**src/rtl/uart_cmd_responder.sv**
```systemverilog
// UART command responder: parses 'W'/'R' byte commands into a local register bank and replies via uart_tx.
// Optional RESP_CHECKSUM_EN: each reply byte is followed by its bitwise complement.
module uart_cmd_responder #(
  parameter int unsigned NUM_REGS     = 16,
  parameter int unsigned TIMEOUT_CLKS = 17360,
  localparam int unsigned ADDR_W      = (NUM_REGS > 1) ? $clog2(NUM_REGS) : 1
) (
  input  logic                  i_clk,
  input  logic                  i_rst_n,
  input  logic                  i_rx_byte_rdy,
  input  logic [7:0]            i_rx_byte,
  output logic                  o_tx_byte_rdy,
  output logic [7:0]            o_tx_byte,
  input  logic                  i_tx_busy,
  input  logic                  i_tx_done,
  output logic                  o_reg_wr,
  output logic [ADDR_W-1:0]     o_reg_addr,
  output logic [7:0]            o_reg_wdata,
  output logic [NUM_REGS*8-1:0] o_regs,
  output logic                  o_busy,
  output logic                  o_err
);

  localparam int unsigned TMR_W = (TIMEOUT_CLKS > 1) ? $clog2(TIMEOUT_CLKS) : 1;

  localparam logic [7:0] OP_WRITE  = 8'h57;
  localparam logic [7:0] OP_READ   = 8'h52;
  localparam logic [7:0] RSP_OK    = 8'h4B;
  localparam logic [7:0] RSP_BADAD = 8'h45;
  localparam logic [7:0] RSP_BADOP = 8'h3F;

  typedef enum logic [2:0] {
    S_IDLE,
    S_GET_ADDR,
    S_GET_DATA,
    S_SEND,
    S_WAIT_TX
  } state_e;

  state_e              state_q, state_d;
  logic                is_wr_q, is_wr_d;
  logic [7:0]          addr_q, addr_d;
  logic [TMR_W-1:0]    timer_q, timer_d;
  logic [7:0]          tx_byte_q, tx_byte_d;
  logic                tx_rdy_q, tx_rdy_d;
  logic                err_q, err_d;
  logic                reg_wr_q, reg_wr_d;
  logic [ADDR_W-1:0]   reg_addr_q, reg_addr_d;
  logic [7:0]          reg_wdata_q, reg_wdata_d;
  logic                busy_q, busy_d;
  logic [7:0]          regs_q [NUM_REGS];
  logic [7:0]          regs_d [NUM_REGS];
`ifdef RESP_CHECKSUM_EN
  logic                second_q, second_d;
`endif

  logic                launch;
  logic [7:0]          reply;
  logic                rx_ok, addr_ok, tmr_expired;
  logic [ADDR_W-1:0]   rx_idx, addr_idx;

  assign rx_ok       = 32'(i_rx_byte) < NUM_REGS;
  assign addr_ok     = 32'(addr_q) < NUM_REGS;
  assign rx_idx      = ADDR_W'(i_rx_byte);
  assign addr_idx    = ADDR_W'(addr_q);
  assign tmr_expired = (timer_q == TMR_W'(TIMEOUT_CLKS - 1));

  // State register and all registered outputs
  always_ff @(posedge i_clk or negedge i_rst_n) begin
    if (!i_rst_n) begin
      state_q     <= S_IDLE;
      is_wr_q     <= 1'b0;
      addr_q      <= '0;
      timer_q     <= '0;
      tx_byte_q   <= '0;
      tx_rdy_q    <= 1'b0;
      err_q       <= 1'b0;
      reg_wr_q    <= 1'b0;
      reg_addr_q  <= '0;
      reg_wdata_q <= '0;
      busy_q      <= 1'b0;
      for (int k = 0; k < int'(NUM_REGS); k++) regs_q[k] <= '0;
`ifdef RESP_CHECKSUM_EN
      second_q    <= 1'b0;
`endif
    end else begin
      state_q     <= state_d;
      is_wr_q     <= is_wr_d;
      addr_q      <= addr_d;
      timer_q     <= timer_d;
      tx_byte_q   <= tx_byte_d;
      tx_rdy_q    <= tx_rdy_d;
      err_q       <= err_d;
      reg_wr_q    <= reg_wr_d;
      reg_addr_q  <= reg_addr_d;
      reg_wdata_q <= reg_wdata_d;
      busy_q      <= busy_d;
      for (int k = 0; k < int'(NUM_REGS); k++) regs_q[k] <= regs_d[k];
`ifdef RESP_CHECKSUM_EN
      second_q    <= second_d;
`endif
    end
  end

  // Command parser, reply launcher and transmit handshake
  always_comb begin
    state_d     = state_q;
    is_wr_d     = is_wr_q;
    addr_d      = addr_q;
    timer_d     = timer_q;
    tx_byte_d   = tx_byte_q;
    tx_rdy_d    = 1'b0;
    err_d       = 1'b0;
    reg_wr_d    = 1'b0;
    reg_addr_d  = reg_addr_q;
    reg_wdata_d = reg_wdata_q;
    regs_d      = regs_q;
    launch      = 1'b0;
    reply       = 8'h00;
`ifdef RESP_CHECKSUM_EN
    second_d    = second_q;
`endif

    case (state_q)
      S_IDLE: begin
        timer_d = '0;
        if (i_rx_byte_rdy) begin
          if (i_rx_byte == OP_WRITE || i_rx_byte == OP_READ) begin
            is_wr_d = (i_rx_byte == OP_WRITE);
            state_d = S_GET_ADDR;
          end else begin
            launch = 1'b1;
            reply  = RSP_BADOP;
            err_d  = 1'b1;
          end
        end
      end

      S_GET_ADDR: begin
        if (i_rx_byte_rdy) begin
          timer_d = '0;
          addr_d  = i_rx_byte;
          if (is_wr_q) begin
            state_d = S_GET_DATA;
          end else begin
            launch = 1'b1;
            reply  = rx_ok ? regs_q[rx_idx] : RSP_BADAD;
            err_d  = !rx_ok;
          end
        end else if (tmr_expired) begin
          state_d = S_IDLE;
          timer_d = '0;
          err_d   = 1'b1;
        end else begin
          timer_d = timer_q + TMR_W'(1);
        end
      end

      S_GET_DATA: begin
        if (i_rx_byte_rdy) begin
          timer_d = '0;
          launch  = 1'b1;
          if (addr_ok) begin
            regs_d[addr_idx] = i_rx_byte;
            reg_wr_d         = 1'b1;
            reg_addr_d       = addr_idx;
            reg_wdata_d      = i_rx_byte;
            reply            = RSP_OK;
          end else begin
            reply = RSP_BADAD;
            err_d = 1'b1;
          end
        end else if (tmr_expired) begin
          state_d = S_IDLE;
          timer_d = '0;
          err_d   = 1'b1;
        end else begin
          timer_d = timer_q + TMR_W'(1);
        end
      end

      S_SEND: begin
        if (!i_tx_busy) begin
          tx_rdy_d = 1'b1;
          state_d  = S_WAIT_TX;
        end
      end

      S_WAIT_TX: begin
        if (i_tx_done) begin
`ifdef RESP_CHECKSUM_EN
          if (!second_q) begin
            second_d  = 1'b1;
            tx_byte_d = tx_byte_q ^ 8'hFF;
            state_d   = S_SEND;
          end else begin
            second_d  = 1'b0;
            state_d   = S_IDLE;
          end
`else
          state_d = S_IDLE;
`endif
        end
      end

      default: state_d = S_IDLE;
    endcase

    // Final command byte: strobe immediately when the transmitter is free
    if (launch) begin
      tx_byte_d = reply;
`ifdef RESP_CHECKSUM_EN
      second_d  = 1'b0;
`endif
      if (!i_tx_busy) begin
        tx_rdy_d = 1'b1;
        state_d  = S_WAIT_TX;
      end else begin
        state_d  = S_SEND;
      end
    end

    busy_d = (state_d != S_IDLE);
  end

  for (genvar g = 0; g < int'(NUM_REGS); g++) begin : g_regs_out
    assign o_regs[8*g +: 8] = regs_q[g];
  end

  assign o_tx_byte_rdy = tx_rdy_q;
  assign o_tx_byte     = tx_byte_q;
  assign o_reg_wr      = reg_wr_q;
  assign o_reg_addr    = reg_addr_q;
  assign o_reg_wdata   = reg_wdata_q;
  assign o_busy        = busy_q;
  assign o_err         = err_q;

endmodule

```
**config.mk**
```make
export PLATFORM = sky130hd
export DESIGN_NAME = uart_cmd_responder
export DESIGN_NICKNAME = d
export VERILOG_FILES = /design/src/rtl/uart_cmd_responder.sv
export SDC_FILE = /design/constraint.sdc
export NUM_CORES = 1
export LEC_CHECK = 0
export CAP_MARGIN = 20
export CORE_UTILIZATION = 39
export DETAILED_ROUTE_END_ITERATION = 6
export SLEW_MARGIN = 20
export SYNTH_ARGS = -nofsm -noshare
export SYNTH_HDL_FRONTEND = slang
export SYNTH_SLANG_ARGS = --single-unit
```
**constraint.sdc**
```tcl
create_clock -name i_clk -period 6.1 [get_ports i_clk]
set_input_delay 1.22 -clock i_clk [delete_from_list [all_inputs] [get_ports i_clk]]
set_output_delay 1.22 -clock i_clk [all_outputs]
set_load 0.01 [all_outputs]
```
==> results.txt <==
----------------------------------------------------
[Run status]
  Result of the run ... finished clean

[Route]
  Drt drc ... 0
  Vias per Instance ... 5.526
  M1 WL ... 11,140 um
  Routed length on met2 ... 11,340 um
  Top routing layer in use ... met4
  Pre-Repair DR Iteration Count ... 4
  Average wire length per cell after detail routing ... 23.13 um
  Total vias in the final route ... 5,797
  Drt first-iter violations ... 318
  DR WL met3 ... 1299 um
  Routed Wire Length ... 24,260 um
  Detail Route Antenna Nets ... 0

[Placed design]
  Pre-CTS WS ... 1787 ps
  Port buffer count ... 164
  Final HPWL from detailed placement ... 16,600 um
  Routability cong. ... 0.8250

[Clock network]
  Clock tree root driver cell ... sky130_fd_sc_hd__clkbuf_16
  CTS tree ... yes
  PostCTS Resize Cnt ... 0
  Number of sinks driven by the clock tree ... 179
  CTS max path bufs ... 2
  H-Tree Depth ... 4
  Worst-skew pair later-pin latency ... 440 ps
  CTS Hold Buffers Added ... 0
  Clock-pin slew on the worst setup and hold paths ... 70 ps
  Cts bufs inserted ... 17
  Number of buffers inserted to repair setup after CTS ... 0

[Hold path]
  Worst hold-check path type ... flip-flop to flip-flop

[Synth]
  Net count after synthesis ... 628
  Yosys warnings ... 0
  Post-synth design cell area ... 8290 um^2
  Most instantiated flip-flop cell in the synthesis netlist ... sky130_fd_sc_hd__dfrtp_1
  Sequential share of the synthesized area ... 54.03%
  EDFF count, synth ... 0
  Proportion of register bits with asynchronous set or reset after synthesis ... 100.0%
  Synthesized area per cell ... 13.50 um^2
  Distinct cell type count after synthesis ... 69
  Count of state elements after synthesis ... 179
  Synthesized instance count ... 614

[STA]
  Worst-case setup margin in the final layout ... 2217 ps
  Endpoints failing hold ... 0
  Period minus WS final ... 3883 ps
  Unrepaired setup endpoints after global routing ... false
  Final slew viol count ... 0
  Remaining max-slew budget at the tightest pin ... 35.01%
  Final clock period utilization by the worst path ... 63.66%
  Max frequency ... 257.5 MHz
  Fin Clk Skew ... 13.45 ps
  Sum of negative setup slack ... 0 ps
  Slew at the pin closest to its max-slew limit ... 971.8 ps
  Final setup violation count ... 0

[Global routing]
  Wire length of the first global-routing pass ... 37,400 um
  GRT Total Usage ... 23.17%
  Antenna violations before repair ... 0
  Maximum number of pins on one net before global-route repair ... 77
  Number of global-route vias before repair ... 6,155
  GR Overflow Total ... 0

[Floorplan]
  Starting utilization of the core area ... 40.32%
  Height of the die ... 147.8 um
  Number of I/O pins ... 165
  DIE WIDTH ... 147.8 um
  Cell Rows ... 52
  Floorplan Core Area ... 20,560 um^2
  Die Area ... 21,840 um^2

[Finish]
  Final core area utilization ... 52.34%
  Final Net Count ... 780
  Fraction of final layout cells sized beyond drive strength 1 ... 28.88%
  Most common cell after layout, fill and taps aside ... sky130_fd_sc_hd__dfrtp_1
  Antenna cell count ... 0
  Syn-to-layout area delta ... 29.81%
  Top library cells by usage in the layout, fill and taps aside ... sky130_fd_sc_hd__dfrtp_1 (179), sky130_fd_sc_hd__clkdlybuf4s50_1 (161), sky130_fd_sc_hd__mux2_2 (134)

[Setup path]
  Worst-path maximum fanout ... 19
  CP arrival ... 4200 ps
  Worst endpoint required time ... 6420 ps
  Maximum cell stage delay along the critical path ... 630 ps
  Category of the most critical setup path ... input pin to flip-flop
  Element type at the critical path end ... flip-flop
  Max stage delay cell, worst path ... sky130_fd_sc_hd__clkdlybuf4s50_1
  Cell-by-cell listing of the critical path ... clkdlybuf4s50_1 > and4bb_1 > nand2_1 > inv_2 > nand3_2 > nor2_2 > mux2_2
  Crit path launch type ... input pin

[Job]
  Total of max-cap violations ... 0

[Power]
  Max rail drop VDD ... 191.5 uV
  Cell leakage power ... 4.806 nW
  Power density over the cells ... 376.1 nW/um^2

----------------------------------------------------
-- Yosys cell counts, types with 2 or more instances --
master,number,share of area [%]
sky130_fd_sc_hd__nor3b_1,2,0.18
sky130_fd_sc_hd__inv_1,7,0.32
sky130_fd_sc_hd__inv_2,2,0.091
sky130_fd_sc_hd__or4_1,2,0.18
sky130_fd_sc_hd__xor2_1,5,0.53
sky130_fd_sc_hd__o211ai_1,2,0.18
sky130_fd_sc_hd__o21ai_0,17,1.0
sky130_fd_sc_hd__dfrtp_1,179,54
sky130_fd_sc_hd__nor3_1,4,0.24
sky130_fd_sc_hd__and4_1,2,0.21
sky130_fd_sc_hd__nand2b_1,2,0.15
sky130_fd_sc_hd__o32a_1,2,0.24
sky130_fd_sc_hd__buf_2,8,0.48
sky130_fd_sc_hd__a21oi_1,11,0.66
sky130_fd_sc_hd__nor2_1,22,1.0
sky130_fd_sc_hd__a22o_1,2,0.21
sky130_fd_sc_hd__a31oi_1,5,0.38
sky130_fd_sc_hd__nand4_1,3,0.23
sky130_fd_sc_hd__mux2_1,6,0.81
sky130_fd_sc_hd__nand2_1,54,2.4
sky130_fd_sc_hd__nor2b_1,3,0.23
sky130_fd_sc_hd__o22ai_1,2,0.15
sky130_fd_sc_hd__a22oi_1,4,0.36
sky130_fd_sc_hd__nor3b_4,2,0.45
sky130_fd_sc_hd__or3_1,4,0.30
sky130_fd_sc_hd__mux4_2,32,8.7
sky130_fd_sc_hd__nor4_1,2,0.15
sky130_fd_sc_hd__mux2i_1,5,0.60
sky130_fd_sc_hd__clkbuf_1,25,1.1
sky130_fd_sc_hd__mux2_2,134,18
sky130_fd_sc_hd__a21o_1,2,0.18
sky130_fd_sc_hd__nand3_1,21,1.3
sky130_fd_sc_hd__o21ai_1,4,0.24
sky130_fd_sc_hd__nor3b_2,2,0.30
-- per-layer routing --
layer | track usage (%) | up-vias
met5 | 0 | -
met4 | 7.423 | 0
met3 | 5.309 | 31
met2 | 35.99 | 175
met1 | 32.17 | 3032
li1 | - | 2559
-- where the power goes --
group          leakage (nW)  total, mW  switching (mW)  internal (mW)
logic                  2.08       1.18           0.496          0.681
registers              2.43       1.70           0.264           1.44
clock network         0.300       1.17           0.492          0.677
-- kinds of logic (layout without fill, tap and decap cells) --
kind of cell | after synthesis | after routing | synth area share (%)
adder cells (fa/ha/maj) | 1 | 1 | 0.1509
AND/OR/NAND/NOR | 142 | 142 | 9.312
AO/OA/AOI/OAI | 63 | 63 | 5.101
flip-flops | 179 | 179 | 54.03
multiplexers | 177 | 177 | 28.31
XOR/XNOR | 6 | 6 | 0.6339
buffers and inverters | 46 | 211 | 2.460
-- final timing paths --
| kind | start | end | slack, ps | cells after the start |
|---|---|---|---|---|
| setup / recovery | i_rx_byte_rdy | o_regs[125] | 2220 | 7 |
| hold / removal | o_reg_wdata[1] | o_reg_wdata[1] | 480 | 2 |
| setup reg to reg | state_q[0] | o_regs[125] | 3030 | 6 |
| hold reg to reg | o_reg_wdata[1] | o_reg_wdata[1] | 480 | 2 |
| max in group asynchronous | i_rst_n | addr_q[6] | 3970 | 2 |
| min in group asynchronous | i_rst_n | o_regs[12] | 800 | 1 |
-- critical path: cells and delay by family --
family	cells	cell delay (ps)
AND/OR/NAND/NOR	4	1490
multiplexers	1	410
buffers and inverters	2	1060
-- layout make-up --
type                    instances  area [um^2]
flip-flops and latches        179         4479
clock buffers                  20        456.7
inverters                       9        33.78
fillers                      1774         9798
multi-input cells             389         3607
repair buffers                170         1678
clock inverters                12        168.9
well taps                     270        337.8
-- through the flow --
stage                     std cells  total power, mW  hold WS [ps]  area (um^2)
final                          1049            4.047         481.0        10760
after global placement         1017            2.872         465.0        10140
after detailed placement       1017            2.904         466.6        10140
after floorplan                 614            2.258         481.1         8290
after global routing           1049            4.241         506.6        10760
after CTS                      1049            4.078         485.2        10760
-- registers in the layout, indices dropped and copies added (netlist names) --
| name | count |
|---|---|
| o_err | 1 |
| o_regs | 128 |
| o_busy | 1 |
| o_reg_wr | 1 |
| is_wr_q | 1 |
| addr_q | 8 |
| state_q | 3 |
| o_tx_byte_rdy | 1 |
| timer_q | 15 |
| o_tx_byte | 8 |
| o_reg_wdata | 8 |
| o_reg_addr | 4 |
Power figures use the tool's default switching activity.
